==> config.mk <==
export PLATFORM = sky130hd
export DESIGN_NAME = mem_port_arbiter
export DESIGN_NICKNAME = d
export VERILOG_FILES = /design/src/rtl/mem_port_arbiter.sv
export SDC_FILE = /design/constraint.sdc
export NUM_CORES = 1
export LEC_CHECK = 0
export CAP_MARGIN = 10
export CORE_MARGIN = 1.5
export CORE_UTILIZATION = 30
export CTS_CLUSTER_SIZE = 10
export DETAILED_ROUTE_END_ITERATION = 7
export RECOVER_POWER = 25
export SLEW_MARGIN = 20
export SYNTH_ARGS = -nofsm -noshare
export SYNTH_HDL_FRONTEND = slang
export SYNTH_SLANG_ARGS = --single-unit
==> constraint.sdc <==
create_clock -name clk -period 4.1 [get_ports clk]
set_input_delay 0.41 -clock clk [delete_from_list [all_inputs] [get_ports clk]]
set_output_delay 0.41 -clock clk [all_outputs]
set_load 0.02 [all_outputs]
==> src/rtl/mem_port_arbiter.sv <==
// -----------------------------------------------------------------------------
// mem_port_arbiter
//
// Shares the single-ported RAM/MMIO block between the instruction-fetch port
// (read-only) and the load/store data port. One request is latched at a time;
// address, re and we are held stable for the whole read window because the RAM
// read mux and the breakpoint comparator decode the live address.
//
// Ports
//   clk, rst                      rising-edge clock, async active-low reset
//   f_req/f_addr                  fetch request (level) and address
//   f_gnt/f_ack/f_rdata/f_bp      fetch accept, done pulse, read data, bp hit
//   d_req/d_we/d_addr/d_wdata     data request, 1=write, address, write data
//   d_gnt/d_ack/d_rdata/d_bp      data accept, done pulse, read data, bp hit
//   mem_addr/mem_write/mem_we/mem_re   RAM address, write data and strobes
//   mem_rdata/mem_is_bp           RAM read data and breakpoint hit
//   busy                          high whenever the FSM is not IDLE
//
// Sequence: IDLE -> ISSUE -> (WAIT x READ_LATENCY, reads only) -> ACK -> IDLE.
// Grant to ack is 2 cycles for a write and READ_LATENCY+2 for a read.
// -----------------------------------------------------------------------------
module mem_port_arbiter #(
    parameter int unsigned READ_LATENCY = 1,  // 1..7
    parameter int unsigned MAX_STREAK   = 4   // 1..15
) (
    input  logic        clk,
    input  logic        rst,

    input  logic        f_req,
    input  logic [31:0] f_addr,
    output logic        f_gnt,
    output logic        f_ack,
    output logic [15:0] f_rdata,
    output logic        f_bp,

    input  logic        d_req,
    input  logic        d_we,
    input  logic [31:0] d_addr,
    input  logic [15:0] d_wdata,
    output logic        d_gnt,
    output logic        d_ack,
    output logic [15:0] d_rdata,
    output logic        d_bp,

    output logic [31:0] mem_addr,
    output logic [15:0] mem_write,
    output logic        mem_we,
    output logic        mem_re,
    input  logic [15:0] mem_rdata,
    input  logic        mem_is_bp,

    output logic        busy
);

    typedef enum logic [1:0] {
        S_IDLE,
        S_ISSUE,
        S_WAIT,
        S_ACK
    } state_e;

    localparam logic [3:0] STREAK_MAX = 4'(MAX_STREAK);
    localparam logic [2:0] LAT_INIT   = 3'(READ_LATENCY);

    state_e      state_q;
    logic [3:0]  streak_q, streak_d;
    logic [2:0]  wait_cnt_q;
    logic        port_f_q;      // 1 = current transaction belongs to fetch
    logic        bp_lat_q;      // breakpoint sampled during ISSUE of a read
    logic [31:0] mem_addr_q;
    logic [15:0] mem_write_q;
    logic        mem_we_q, mem_re_q;
    logic [15:0] f_rdata_q, d_rdata_q;
    logic        f_ack_q, d_ack_q, f_bp_q, d_bp_q;

    // Data wins by default; fetch wins once the data port has used up its
    // streak, or whenever data is not asking.
    logic idle, f_win, d_win;
    assign idle  = (state_q == S_IDLE);
    assign f_win = f_req & ((streak_q == STREAK_MAX) | ~d_req);
    assign d_win = d_req & ~f_win;

    // Grants are combinational and forced low while reset is asserted.
    assign f_gnt = rst & idle & f_win;
    assign d_gnt = rst & idle & d_win;

    // NOTE: every variable written in always_comb gets a default first, so no
    // path through the block can leave it unassigned and infer a latch.
    always_comb begin
        streak_d = streak_q;
        if (f_gnt) begin
            streak_d = '0;
        end else if (d_gnt) begin
            if (!f_req)                      streak_d = '0;
            else if (streak_q != STREAK_MAX) streak_d = streak_q + 4'd1;
        end
    end

    // NOTE: sequential state uses non-blocking assignments only; the ack/bp
    // defaults at the top are overridden later in the same block where a
    // transaction completes, which makes them one-cycle pulses.
    always_ff @(posedge clk or negedge rst) begin
        if (!rst) begin
            state_q     <= S_IDLE;
            streak_q    <= '0;
            wait_cnt_q  <= '0;
            port_f_q    <= 1'b0;
            bp_lat_q    <= 1'b0;
            mem_addr_q  <= '0;
            mem_write_q <= '0;
            mem_we_q    <= 1'b0;
            mem_re_q    <= 1'b0;
            f_rdata_q   <= '0;
            d_rdata_q   <= '0;
            f_ack_q     <= 1'b0;
            d_ack_q     <= 1'b0;
            f_bp_q      <= 1'b0;
            d_bp_q      <= 1'b0;
        end else begin
            f_ack_q  <= 1'b0;
            d_ack_q  <= 1'b0;
            f_bp_q   <= 1'b0;
            d_bp_q   <= 1'b0;
            streak_q <= streak_d;

            unique case (state_q)
                S_IDLE: begin
                    // Strobes are loaded here so they are already valid
                    // throughout the ISSUE cycle.
                    if (f_gnt || d_gnt) begin
                        port_f_q    <= f_gnt;
                        mem_addr_q  <= f_gnt ? f_addr : d_addr;
                        mem_write_q <= f_gnt ? 16'h0 : d_wdata;
                        mem_we_q    <= d_gnt & d_we;
                        mem_re_q    <= f_gnt | ~d_we;
                        state_q     <= S_ISSUE;
                    end
                end

                S_ISSUE: begin
                    if (mem_we_q) begin
                        // Write completes straight away; bp goes out with ack.
                        mem_we_q   <= 1'b0;
                        mem_addr_q <= '0;
                        d_ack_q    <= ~port_f_q;
                        f_ack_q    <= port_f_q;
                        d_bp_q     <= ~port_f_q & mem_is_bp;
                        f_bp_q     <= port_f_q & mem_is_bp;
                        state_q    <= S_ACK;
                    end else begin
                        bp_lat_q   <= mem_is_bp;
                        wait_cnt_q <= LAT_INIT;
                        state_q    <= S_WAIT;
                    end
                end

                S_WAIT: begin
                    // Address and re stay untouched until the final WAIT
                    // cycle, where the read data is captured.
                    wait_cnt_q <= wait_cnt_q - 3'd1;
                    if (wait_cnt_q == 3'd1) begin
                        if (port_f_q) f_rdata_q <= mem_rdata;
                        else          d_rdata_q <= mem_rdata;
                        mem_re_q   <= 1'b0;
                        mem_addr_q <= '0;
                        f_ack_q    <= port_f_q;
                        d_ack_q    <= ~port_f_q;
                        f_bp_q     <= port_f_q & bp_lat_q;
                        d_bp_q     <= ~port_f_q & bp_lat_q;
                        state_q    <= S_ACK;
                    end
                end

                S_ACK: begin
                    state_q <= S_IDLE;
                end

                default: state_q <= S_IDLE;
            endcase
        end
    end

    assign mem_addr  = mem_addr_q;
    assign mem_write = mem_write_q;
    assign mem_we    = mem_we_q;
    assign mem_re    = mem_re_q;
    assign f_rdata   = f_rdata_q;
    assign d_rdata   = d_rdata_q;
    assign f_ack     = f_ack_q;
    assign d_ack     = d_ack_q;
    assign f_bp      = f_bp_q;
    assign d_bp      = d_bp_q;
    assign busy      = ~idle;

endmodule

# After elaboration in Yosys (flattened, before gate mapping)
# Index checks and enable logic that the tools add are counted.
[classes] n_addsub=2 n_eq_ne=11 muxes=33 n_bitwise=18 reduce_logical=17
[ops] cell="32-bit two-way mux" n=4
[ops] cell="32-bit case mux with 3 select lines" n=1
[ops] cell="16-bit two-way mux" n=1
[ops] cell="4-bit two-way mux" n=4
[ops] cell="1-bit two-way mux" n=12
[ops] cell="1-bit case mux with 2 select lines" n=6
[ops] cell="2-bit AND reduction" n=6
[ops] cell="1-bit bitwise AND" n=10
[ops] cell="3-bit AND reduction" n=3
[ops] cell="2-bit case mux with 4 select lines" n=1
[ops] cell="2-bit nonzero test" n=4
[ops] cell="2-bit inequality test (second input constant)" n=3
[ops] cell="1-bit NOT" n=6
[ops] cell="3-bit case mux with 2 select lines" n=1
[ops] cell="4-bit by 1-bit adder with 4-bit output (second input constant)" n=1
[ops] cell="2-bit equality test (second input constant)" n=2
[ops] cell="4-bit by 3-bit equality test with 1-bit output (second input constant)" n=1
[ops] cell="2-bit two-way mux" n=2
[ops] cell="4-bit by 3-bit inequality test with 1-bit output (second input constant)" n=1
[ops] cell="4-bit AND reduction" n=1
[ops] cell="3-bit by 1-bit equality test with 1-bit output (second input constant)" n=1
[ops] cell="3-bit two-way mux" n=1
[ops] cell="3-bit by 1-bit inequality test with 1-bit output (second input constant)" n=1
[ops] cell="3-bit nonzero test" n=1
[ops] cell="6 further kinds" n=7
[word_totals] register_bits=97 input_bits=102 out_inout_bits=89 elab_cells=96

# Longest topological paths before layout
[logic_depth] word_depth=9 depth_mapped=7

# Worst setup path before layout
# OpenSTA, ideal clock, no wires.
[synth_timing] path_kind="register to output" start="reg state_q[0]" end="out f_gnt" t_arrival_ns=1.582 required_time_ns=3.690 path_slack_ns=2.108 stages_incl_launch_ff=7 path_cell_list="dfrtp_1 inv_1 ha_1 nand3_2 a21oi_4 buf_4 buf_4"
[synth_via] elab_chain_cells=3
[synth_lines] element="start, declared" line_no="65" rtl="state_e state_q;"
[synth_lines] element="start signal, assigned" line_no="104" rtl="state_q <= S_IDLE;"
[synth_lines] element="start signal, assigned" line_no="136" rtl="state_q <= S_ISSUE;"
[synth_lines] element="start signal, assigned" line_no="149" rtl="state_q <= S_ACK;"
[synth_lines] element="2-bit logical NOT" line_no="79" rtl="assign idle = (state_q == S_IDLE);"
[synth_lines] element="1-bit bitwise AND (2 in series)" line_no="84" rtl="assign f_gnt = rst & idle & f_win;"
[synth_lines] element="end, declared" line_no="31" rtl="output logic f_gnt,"
# Every way passes these cells.

# Final worst setup path
[layout_timing] start="in rst" end="reg mem_addr_q[21] (netlist: mem_addr[21])"
[layout_via] elab_chain_cells=5 elab_cells_between_ends=9
[layout_lines] element="start, declared" line_no="27" rtl="input logic rst,"
[layout_lines] element="1-bit bitwise AND (*)" line_no="84, 85"
[layout_lines] element="1-bit bitwise AND (on tied branches)" line_no="84, 85"
[layout_lines] element="32-bit two-way mux or 1-bit logical OR (tied branches)" line_no="132, 130"
[layout_lines] element="32-bit two-way mux or 2-bit by 1-bit inequality test with 1-bit output (tied branches)"
[layout_lines] element="32-bit case mux with 3 select lines or 4-bit AND reduction (tied branches)"
[layout_lines] element="end signal, assigned" line_no="132" rtl="mem_addr_q <= f_gnt ? f_addr : d_addr;"
[layout_lines] element="end, declared" line_no="70" rtl="logic [31:0] mem_addr_q;"
# Every way passes the cells marked *; elsewhere a longest branch is shown, timed or not. The select of a mux whose other input is x is not followed.
# A chain may end at the register's enable or synchronous reset.

==> impl_results.md <==
- Min cycle time layout: 3.00 ns
- Leading post-synthesis cells by cell area: dfrtp_1 (54%), o2bb2ai_2 (10%), mux2i_1 (7.5%)
- Library cells used by synthesis: 40
- Starting density of the core: 31.0%
- CTS Buffer Depth: 2
- Delay-heaviest family, CP: buffers and inverters
- Most used DFF post-synth: dfrtp_1
- Setup TNS: 0 ns
- Int Pwr: 3.04 mW
- Area delta synth->final: 51.0%
- Crit path launch type: input port
- Clock power frac: 16.3%
- Sequential share of power: 31.9%
- Count leader, synth: dfrtp_1
- CP max-delay cell: nand2_2
- Ys Warns: 0
- Post-synth EDFFs: 0
- Vias: 3309
- DR pass1 iterations: 4
- Final ANT Viol Nets: 0
- Diode count: 0
- Largest net degree at the start of global routing: 51
- Switching pwr: 2.02 mW
- Max-cap viol count: 0
- HPWL after detailed placement: 8300 um
- Aggregate global routing overflow: 0
- Static leakage: 2.77 nW
- Register area share after synthesis: 53.8%
- Final hold vios: 0
- 1st-iter DRT viols: 98
- Core Region: 0.0146 mm^2
- Slew headroom: 26.0%
- Synth Area per Inst: 13.3 um^2
- Post-Place Setup Slack: 1.26 ns
- CP Data Required Time: 4.30 ns
- Number of synthesized register bits: 97
- Root Buffer Master: clkbuf_16
- Highest clock rate: 333 MHz
- Die width: 126 um
- Initial antenna violation count: 0
- Worst EP arrival: 3.20 ns
- DR DRC count: 0
- Final cycle utilization of the critical path: 73.2%
- Vias in the first global route: 3551
- Worst-margin pin slew: 1.11 ns
- Clk slew on worst S/H paths: 0.07 ns
- Clk_lat worst skew: 0.34 ns
- Die area: 0.0158 mm^2
- Worst path cell trace: dlygate4sd3_1, clkbuf_1, o211ai_4, a22oi_4, nand2_2, o2bb2ai_1
- First-pass GRT wire length: 18100 um
- H-tree depth: 3
- CP Max Fanout: 32
- Critical path capture point type: flop
- Wire per inst: 15.9 um
- GR Util All Layers: 14.5%
- Cell count after synthesis: 340
- Crit path buf inv count: 2
- Num CTS Buffers: 9
- Worst vdd ir: 0.522 mV
- Comb pwr share: 51.9%
- CP peak stage delay: 0.58 ns
- Hold Slack: 0.488 ns
- Row Count: 44
- Top Ports: 191
- Die Ht: 126 um
- # port buffers: 190
- Switching Fraction: 39.9%
- Clk sink count: 97
- Post-synth net total: 451
- Area leader, netlist: dfrtp_1
- Synth top cells by count: dfrtp_1 (97), nand2_1 (45), mux2i_1 (34)
- TritonCTS clock tree: yes
- Max Slew Vio Count: 0
- # nets final: 639
- RSZ-0062 raised after global routing: false
- Mapped Area: 0.00452 mm^2
- Area share of the largest cell type after synthesis: 53.8%
- Dpl cell area: 0.00652 mm^2
- Worst setup margin: 1.10 ns
- Fin area: 0.00682 mm^2
- Cell Pwr Density: 743 mW/mm^2
- Wirelength, routed: 11400 um
- Asr flop ratio synth: 100%
- Placer Congestion: 0.763
- Final Setup Violations: 0
- Post-CTS Setup Inserts: 0
- Critical path class: in -> reg
- Layout cells sized above 1: 15.0%
- Vias per cell: 4.62
- HP Class: reg -> reg
- Clk_skew: 0.00854 ns
- Status: finished clean
[area by class of cell]
| class | count | area, um^2 |
|---|---|---|
| inverters | 11 | 41.3 |
| clock inverters | 6 | 57.6 |
| clock buffers | 10 | 239 |
| fillers | 1324 | 7770 |
| multi-input cells | 215 | 1900 |
| repair buffers | 194 | 1930 |
| flip-flops and latches | 97 | 2430 |
| well taps | 184 | 230 |
[metal layers]
| metal | up-vias | share of wire, % | GRT usage [%] |
|---|---|---|---|
| met5 | - | 0 | 0 |
| met4 | 0 | 1.7 | 5.55 |
| met3 | 14 | 11 | 6.03 |
| met2 | 135 | 45 | 23.4 |
| met1 | 1567 | 42 | 17.4 |
| li1 | 1593 | - | - |
[final timing paths]
check	start	endpoint	slack (ns)	depth (start not counted)
worst max-delay path	rst	mem_addr[21]	1.10	6
worst min-delay path	mem_addr[21]	mem_addr[21]	0.49	1
worst max register to register	state_q[0]	mem_addr[21]	1.39	6
worst min register to register	mem_addr[21]	mem_addr[21]	0.49	1
max in group asynchronous	rst	mem_addr[0]	1.37	4
min in group asynchronous	rst	streak_q[1]	0.66	2
[power by group through the flow]
stage                     Combinational (mW)  Sequential [mW]  Clock [mW]
after floorplan                         1.28             2.03           0
after global placement                  2.63             1.62           0
after detailed placement                2.69             1.63           0
after CTS                               2.70             1.62       0.861
after global routing                    2.83             1.67       0.891
final                                   2.63             1.62       0.824
[registers in the layout, summed over array words and instances, names as in the netlist, 2 cells and up]
name / cells
streak_q: 4
wait_cnt_q: 3
mem_addr: 32
f_rdata: 16
mem_write: 16
d_rdata: 16
state_q: 2
[timing repair]
item | in CTS | in global routing
resized for setup | 0 | 0
hold buffers | 1 | 0
hold endpoints to repair | 5 | 0
[placed cells by master, fill, tap and decap left out, drive strengths merged, types with 7 or more instances in the layout]
master and count:
dlygate4sd3 13, mux2 33, a21oi 21, inv 14, nor2 8, clkbuf 12, clkdlybuf4s50 177, nand2 47
o2bb2ai 32, dfrtp 97, o21ai 7, ha 9, mux2i 34
[cells by family (layout without fill, tap and decap cells)]
kind of cell	Yosys count	after routing	share of synthesized area, %
buf+inv	28	221	4.16
mux	67	67	15.8
simple gates	68	68	7.43
flops	97	97	53.8
fa+ha+maj	9	9	2.49
compound gates	71	71	16.4
[metrics by stage]
step	utilization (%)	instances	power [mW]
2_1_floorplan	-	340	3.31
3_3_place_gp	44.7	700	4.26
5_1_grt	46.7	717	5.40
6_report	46.7	717	5.07
3_5_place_dp	44.7	700	4.33
4_1_cts	46.8	717	5.19
No activity file was read; power rests on OpenSTA's default activity.
